<file path="src/rtl/pipe_stage_reg.sv">
// pipe_stage_reg: flow-controlled pipeline stage register with a one-word skid.
// Holds up to two words (main + skid). in_ready is decoded purely from the
// registered state, so a downstream stall never reaches upstream combinationally.
// All state updates occur on the falling edge of clk; reset is asynchronous.
module pipe_stage_reg #(
  parameter int unsigned      WIDTH       = 32,
  parameter logic [WIDTH-1:0] RESET_VALUE = '0
) (
  input  logic             clk,
  input  logic             reset,
  input  logic             flush,
  input  logic             in_valid,
  output logic             in_ready,
  input  logic [WIDTH-1:0] in_data,
  output logic             out_valid,
  input  logic             out_ready,
  output logic [WIDTH-1:0] out_data,
  output logic [1:0]       count
);

  // State encoding equals the occupancy, so count is the state itself.
  typedef enum logic [1:0] {
    EMPTY = 2'd0,
    ONE   = 2'd1,
    FULL  = 2'd2
  } state_t;

  state_t           state_q, state_nxt;
  logic [WIDTH-1:0] main_q, main_nxt;
  logic [WIDTH-1:0] skid_q, skid_nxt;
  logic             in_xfer;
  logic             out_xfer;

  assign in_ready  = (state_q != FULL);
  assign out_valid = (state_q != EMPTY);
  assign out_data  = main_q;
  assign count     = state_q;

  assign in_xfer  = in_valid & in_ready;
  assign out_xfer = out_valid & out_ready;

  // Next-state and data-register steering; flush clears validity only.
  always_comb begin
    state_nxt = state_q;
    main_nxt  = main_q;
    skid_nxt  = skid_q;
    if (flush) begin
      state_nxt = EMPTY;
    end else begin
      unique case (state_q)
        EMPTY: begin
          if (in_xfer) begin
            state_nxt = ONE;
            main_nxt  = in_data;
          end
        end
        ONE: begin
          unique case ({in_xfer, out_xfer})
            2'b11: main_nxt = in_data;
            2'b10: begin
              state_nxt = FULL;
              skid_nxt  = in_data;
            end
            2'b01: state_nxt = EMPTY;
            default: ;
          endcase
        end
        FULL: begin
          if (out_xfer) begin
            state_nxt = ONE;
            main_nxt  = skid_q;
          end
        end
        default: state_nxt = EMPTY;
      endcase
    end
  end

  // Occupancy state register.
  always_ff @(negedge clk or posedge reset) begin
    if (reset) state_q <= EMPTY;
    else       state_q <= state_nxt;
  end

  // Main and skid data registers.
  always_ff @(negedge clk or posedge reset) begin
    if (reset) begin
      main_q <= RESET_VALUE;
      skid_q <= RESET_VALUE;
    end else begin
      main_q <= main_nxt;
      skid_q <= skid_nxt;
    end
  end

endmodule

</file>
<file path="config.mk">
export PLATFORM = sky130hd
export DESIGN_NAME = pipe_stage_reg
export DESIGN_NICKNAME = d
export VERILOG_FILES = /design/src/rtl/pipe_stage_reg.sv
export SDC_FILE = /design/constraint.sdc
export NUM_CORES = 1
export LEC_CHECK = 0
export ABC_AREA = 0
export CAP_MARGIN = 0
export CORE_MARGIN = 2
export CORE_UTILIZATION = 39
export CTS_BUF_LIST = sky130_fd_sc_hd__clkbuf_8
export CTS_CLUSTER_DIAMETER = 40
export DETAILED_ROUTE_END_ITERATION = 10
export PLACE_DENSITY_LB_ADDON = 0.12
export REMOVE_ABC_BUFFERS = 1
export SLEW_MARGIN = 10
export SYNTH_ARGS = -nofsm -noshare
export SYNTH_HDL_FRONTEND = slang
export SYNTH_SLANG_ARGS = --single-unit
</file>
<file path="constraint.sdc">
create_clock -name clk -period 2.7 [get_ports clk]
set_clock_uncertainty 0.15 [all_clocks]
set_input_delay 0.54 -clock clk [delete_from_list [all_inputs] [get_ports clk]]
set_output_delay 0.54 -clock clk [all_outputs]
set_load 0.005 [all_outputs]
</file>
Word level (Yosys, flattened, before mapping)
Index checks and enable logic that the tools add are counted.
{"block": "word_totals", "regBits": 66, "latchBits": 0, "mem_bits_rw": 0, "mem_bits_ro": 0, "in_bits": 37, "output_inout_bits": 36, "elab_cells": 33, "memories": 0}
{"block": "op_classes", "addsub": 0, "n_mul": 0, "div_mod_pow": 0, "magnitude_cmp": 0, "n_eq_ne": 12, "shifts": 0, "mux": 9, "bitwise_logic": 3, "n_reduce_logical": 6}
{"operator": "32-bit two-way mux", "n": 3}
{"operator": "32-bit one-hot mux with 3 select lines", "n": 1}
{"operator": "2-bit equality test, second input constant", "n": 3}
{"operator": "2-bit two-way mux", "n": 3}
{"operator": "2-bit != test, second input constant", "n": 3}
{"operator": "3-bit != test, second input constant", "n": 2}
{"operator": "2-bit one-hot mux with 3 select lines", "n": 1}
{"operator": "3-bit AND reduction", "n": 2}
{"operator": "5-bit AND reduction", "n": 1}
{"operator": "2-bit by 1-bit equality test with 1-bit output, second input constant", "n": 2}
{"operator": "4-bit by 3-bit != test with 1-bit output, second input constant", "n": 1}
{"operator": "2-bit one-hot mux with 2 select lines", "n": 1}
{"operator": "3-bit nonzero test", "n": 1}
{"operator": "1-bit bitwise AND", "n": 2}
{"operator": "2-bit zero test", "n": 1}
{"operator": "2-bit by 1-bit != test with 1-bit output, second input constant", "n": 1}
{"operator": "2-bit nonzero test", "n": 1}
{"operator": "1-bit NOT", "n": 1}

Longest topological paths before layout
Gate-level depths: netlist of the first run.
{"block": "logic_depth", "depth_word": 6, "depth_mapped": 5, "mapped_depth_nobuf": 4}

==> results of run 1 <==
## critical path, stage by stage, from the launching register on
cell and delay (ns):
dfrtn_1 0.47, buf_6 0.12, nand2b_4 0.05, buf_6 0.11
## state kept, by name, summed over array words and instances (netlist names)
name,count
count,2
out_data,32
skid_q,32
## cells by family after synthesis
| group | Yosys count | share of synthesized area |
|---|---|---|
| compound gates | 5 | 0.0141 |
| flops | 66 | 0.518 |
| simple gates | 10 | 0.0224 |
| buf+inv | 11 | 0.0412 |
| mux | 96 | 0.405 |
## Yosys cell counts
| cell type | instances | share of area |
|---|---|---|
| o22a_1 | 1 | 0.0027 |
| dfrtn_1 | 66 | 0.52 |
| a21oi_1 | 1 | 0.0016 |
| nand2_1 | 3 | 0.0035 |
| nor2_1 | 1 | 0.0012 |
| inv_1 | 1 | 0.0012 |
| o21a_1 | 1 | 0.0024 |
| nand2b_2 | 1 | 0.0027 |
| mux2_2 | 18 | 0.064 |
| nor3b_4 | 1 | 0.0059 |
| nor2b_2 | 1 | 0.0027 |
| buf_6 | 4 | 0.014 |
| nand3b_1 | 1 | 0.0024 |
| a211oi_1 | 1 | 0.0024 |
| nand2b_1 | 1 | 0.0020 |
| mux2_1 | 22 | 0.078 |
| a21oi_4 | 1 | 0.0051 |
| buf_4 | 3 | 0.0071 |
| buf_12 | 3 | 0.019 |
| or2_2 | 1 | 0.0020 |
| mux2_4 | 56 | 0.26 |
## power by group
part           internal, uW  switching [uW]  total [uW]
Combinational           655             250         905
Sequential             1250             134        1390
Clock                   451             402         854
Total                  2360             787        3150
## how the worst max path moves through the flow
stage                                to  slack (ns)                 start
2_1_floorplan                  in_ready       -1.12  count[0]$_DFFE_NP0P_
3_3_place_gp   out_data[21]$_DFFE_NP0P_       -1.08              in_valid
3_5_place_dp   out_data[21]$_DFFE_NP0P_       -1.09              in_valid
4_1_cts                        in_ready       -0.42  count[1]$_DFFE_NP0P_
5_1_grt                        in_ready       -0.45  count[1]$_DFFE_NP0P_
6_report                       in_ready       -0.40  count[1]$_DFFE_NP0P_
## cell usage in the layout (no fill, tap or decap), drive strengths merged
cell	netlist	routed
a21oi	2	2
nand2	3	3
bufinv	0	1
mux2	96	96
dfrtn	66	66
a211oi	1	1
nor3b	1	1
clkinvlp	0	3
o21a	1	1
nor2	1	1
clkbuf	0	11
clkdlybuf4s50	0	33
or2	1	1
nor2b	1	1
inv	1	1
o22a	1	1
clkinv	0	2
buf	10	103
nand2b	2	2
nand3b	1	1
## repair_timing
action	4_1_cts	5_1_grt
buffers inserted	21	16
endpoints found under the setup margin	102	100
resized for setup	216	10
cloned	7	0
pin swaps	4	3
## per-stage QoR
| stage | setup WS [ns] | setup TNS [ns] | hold slack (ns) | util | cells |
|---|---|---|---|---|---|
| 6_report | -0.405 | -27.10 | 0.303 | 0.618 | 433 |
| 5_1_grt | -0.454 | -30.05 | 0.319 | 0.618 | 433 |
| 4_1_cts | -0.417 | -27.71 | 0.308 | 0.612 | 422 |
| 3_5_place_dp | -1.09 | -77.56 | 0.285 | 0.533 | 378 |
| 3_3_place_gp | -1.08 | -76.08 | 0.277 | 0.533 | 378 |
| 2_1_floorplan | -1.12 | -123.44 | 0.265 | - | 178 |
## per-layer routing
metal	wire length [um]	global-route usage	part of all wire	up-vias
met1	3280	0.237	0.45	1065
met5	0	0	0	-
met3	354	0.0543	0.048	8
met2	3660	0.291	0.50	45
met4	60	0.0362	0.0082	0
li1	-	-	-	951
## cell type report
type	instances	area, um^2	share of cell area
clock buffer	10	138	0.0285
clock inverter	6	66.3	0.0137
inverter	1	3.75	0.000777
multi-input combinational	111	1570	0.326
sequential	66	1650	0.342
tap	102	128	0.0264
timing repair buffer	137	1270	0.263
==> results_dict.tcl, run 1 <==
set metrics [dict create \
    holdCritStartpoint "skid_q[26]$_DFFE_NP0P_" \
    synth-seq-cells 66 \
    cts_buffers 9 \
    syn_area_per_cell_um2 17.0 \
    violations "setup timing" \
    die_h_um 94.5 \
    worst_slack_ns -0.405 \
    clk_pin_slew_ns 0.05 \
    syn2layout_area_growth_pct 51.3 \
    clock-sinks 66 \
    synth-seq-area-share 0.518 \
    antenna_found_initial 0 \
    drc_errors 0 \
    vias 2069 \
    slew_viol_final 0 \
    crit_type "flip-flop to output port" \
    grt_overflow 0 \
    cts_tree "yes" \
    setup_viol 100 \
    tightest_slew_ns 0.643 \
    holdBufCountCts 0 \
    ant_nets 0 \
    ys_warn_count 0 \
    finalPower_uw 3150 \
    p_leak_uw 0.00238 \
    status "finished, violations left" \
    rsz0062_at_grt "yes" \
    r2r_start "count[0]$_DFFE_NP0P_" \
    ctsHtreeMaxLevel 3 \
    required_ns 2.01 \
    antenna_cells 0 \
    final_nets 363 \
    portBuffers 72 \
    cp-start-kind "flip-flop" \
    gp_congestion 0.681 \
    grt_pass1_vias 2219 \
    hold_path_class "flip-flop to flip-flop" \
    track_usage 0.178 \
    ir_worst_vdd_v 0.000353 \
    drtIter0Drc 51 \
    cap_violations 0 \
    ys_types 21 \
    hold_depth 1 \
    insertion_delay_ns 0.33 \
    powerDensity_nw_per_um2 652 \
    grt_max_degree 34 \
    die_w_um 94.5 \
    r2r_slack_ns 0.52 \
    synth_area_um2 3190 \
    crit_path_max_fanout 4 \
    dr.pass1.iters 4 \
    start_util 0.409 \
    clock-root-buffer "clkbuf_8" \
    syn_inst 188 \
    hpwl_mm 3.95 \
    wl_mm 7.36 \
    final_cell_area_um2 4830 \
    min_to "skid_q[26]$_DFFE_NP0P_" \
    grt_pass1_wl_mm 12.0 \
    coreArea_um2 7810 \
    cts_buffer_depth 2 \
    worstSetupEndpointType "output port" \
    die_area_um2 8920 \
    reg2reg_to "out_data[31]$_DFFE_NP0P_" \
    critPathArrivalTime_ns 2.41 \
    drive_above_1_share 0.680 \
    fillerInstances 625 \
    fp-row-count 32 \
    wl_per_cell_um 17.0 \
    finalHoldViolations 0 \
    ios 73 \
    r2r_cells 5 \
    dpl_cell_area_um2 4160 \
    maxSlewHeadroom 0.571 \
    via_per_inst 4.78 \
]
(Power assumes the default switching activity.)
==> run 2: changes to the inputs <==
Settings changed: TNS_END_PERCENT set to 100.
==> results of run 2 <==
The final DEF is identical to that of run 1; final timing and power are the same.
==> run 3: changes to the inputs <==
--- a/config.mk
+++ b/config.mk
@@ -9,9 +9,9 @@
 export CAP_MARGIN = 0
 export CORE_MARGIN = 2
-export CORE_UTILIZATION = 39
+export CORE_UTILIZATION = 52
 export CTS_BUF_LIST = sky130_fd_sc_hd__clkbuf_8
 export CTS_CLUSTER_DIAMETER = 40
 export DETAILED_ROUTE_END_ITERATION = 10
-export PLACE_DENSITY_LB_ADDON = 0.12
+export PLACE_DENSITY = 0.82
 export REMOVE_ABC_BUFFERS = 1
 export SLEW_MARGIN = 10
==> constraint.sdc (replaced) <==
create_clock -name clk -period 2.7 [get_ports clk]
set_clock_uncertainty 0.15 [all_clocks]
set_input_delay 0.27 -clock clk [delete_from_list [all_inputs] [get_ports clk]]
set_output_delay 0.27 -clock clk [all_outputs]
set_load 0.005 [all_outputs]
==> run 3 against run 2 <==
  * The run still ends with setup timing left
  * Register-to-register slack better by 0.09 ns
  * Via count shrank 4.7%
  * Sequential share of layout area is 2.7 points higher
  * Combinational power is 15% lower
  * Worst setup slack better by 0.25 ns
  * Highest routed layer unchanged
  * Largest power group unchanged
  * Global-route usage increased by 2.8 points
==> results_dict.tcl, run 3 (same netlist as run 1, synthesis figures left out) <==
set metrics [dict create \
    status "finished, violations left" \
    violations "setup timing" \
    worstSetupEndpointType "output port" \
    final_common_cell "mux2_4" \
    hpwl_mm 4.08 \
    final_nets 341 \
    maxSlewHeadroom 0.593 \
    top_layer_used "met4" \
    grt_max_degree 34 \
    antenna_found_initial 0 \
    clk_pin_slew_ns 0.05 \
    critPathArrivalTime_ns 2.44 \
    critPathMostFrequentCell "buf_6" \
    die_area_um2 6780 \
    cap_violations 0 \
    setup_viol 39 \
    wl_mm 6.93 \
    cts_buffers 9 \
    slowest_delay_ns 0.46 \
    tightest_slew_ns 0.610 \
    worst_slack_ns -0.158 \
    crit_type "flip-flop to output port" \
    finalHoldViolations 0 \
    portBuffers 72 \
    grt_pass1_vias 2089 \
    holdCritStartpoint "out_data[19]$_DFFE_NP0P_" \
    path_delay_family "flip-flops" \
    coreArea_um2 5920 \
    fp-row-count 28 \
    cp-start-kind "flip-flop" \
    powerDensity_nw_per_um2 673 \
    met2_length_mm 3.54 \
    syn2layout_area_growth_pct 40.1 \
    slowest_stage "dfrtn_1" \
    rsz0062_at_grt "yes" \
    gp_congestion 0.651 \
    die_h_um 82.3 \
    wl_met3_um 332 \
    insertion_delay_ns 0.32 \
    ant_nets 0 \
    wl_per_cell_um 18.1 \
    slew_viol_final 0 \
    die_w_um 82.3 \
    via_per_inst 5.15 \
    hold_path_class "flip-flop to flip-flop" \
    antenna_cells 0 \
    required_ns 2.28 \
    track_usage 0.207 \
    cts_buffer_depth 2 \
    layout_common_cells "mux2_4, dfrtn_1, clkdlybuf4s50_1, buf_2, buf_4" \
    drtIter0Drc 44 \
    dr.pass1.iters 4 \
    ios 73 \
    crit_chain "buf_6 > nand2b_4 > buf_6" \
    r2r_start "count[1]$_DFFE_NP0P_" \
    fin_util 0.755 \
    multi_input_area_um2 1480 \
    post-place-ws_ns -0.858 \
    hold_ws_ns 0.280 \
    clock-sinks 66 \
    drt-met1-wl_mm 2.91 \
    ctsHtreeMaxLevel 3 \
    start_util 0.539 \
    fillerInstances 385 \
    startpoint "count[1]$_DFFE_NP0P_" \
    crit_path_max_fanout 3 \
    clock-root-buffer "clkbuf_8" \
    grt_overflow 0 \
    vias 1971 \
    ir_worst_vdd_v 0.000469 \
    drive_above_1_share 0.607 \
    ff_latch_area_um2 1650 \
    drc_errors 0 \
    cp_num_buf_inv 2 \
    cts_tree "yes" \
    p_leak_uw 0.00220 \
    grt_pass1_wl_mm 10.2 \
]
[run 3: path summary, 6_finish.rpt]
path	end	slack (ns)	depth (start not counted)
min	out_data[19]$_DFFE_NP0P_	0.28	1
min reg2reg	out_data[19]$_DFFE_NP0P_	0.28	1
max reg2reg	out_data[19]$_DFFE_NP0P_	0.61	5
max	in_ready	-0.16	3
min in group asynchronous	out_data[7]$_DFFE_NP0P_	1.28	2
max in group asynchronous	out_data[13]$_DFFE_NP0P_	0.62	3
[run 3: where the power goes]
group	internal [uW]	switching, uW
combinational	530	235
clock	493	364
sequential	1250	131
total	2280	730
[run 3: stage by stage]
step,TNS (ns),area [um^2],total power (uW),cells
2_1_floorplan,-88.02,3060,1730,178
3_3_place_gp,-48.08,4060,2070,342
3_5_place_dp,-51.58,4060,2110,342
4_1_cts,-0.519,4380,2960,380
5_1_grt,-3.07,4470,3160,383
6_report,-1.41,4470,3010,383
[run 3: what timing repair did]
| item | 4_1_cts | 5_1_grt |
|---|---|---|
| pin swaps | 4 | 2 |
| gates resized for setup | 163 | 26 |
| cloned | 3 | 1 |
| setup buffers | 20 | 2 |
| hold buffers | 0 | 0 |
| setup endpoints to repair | 100 | 69 |
[run 3: routing by layer]
layer / GRT usage / vias to the layer above
met5: 0 / -
met4: 0.0883 / 0
met3: 0.0446 / 14
met2: 0.359 / 56
met1: 0.248 / 1001
li1: - / 900
[run 3: cell type report]
type	instances	area share
tap	75	0.0210
sequential	66	0.370
clock inverter	3	0.00868
inverter	1	0.000840
timing repair buffer	115	0.232
clock buffer	12	0.0370
multi-input combinational	111	0.331
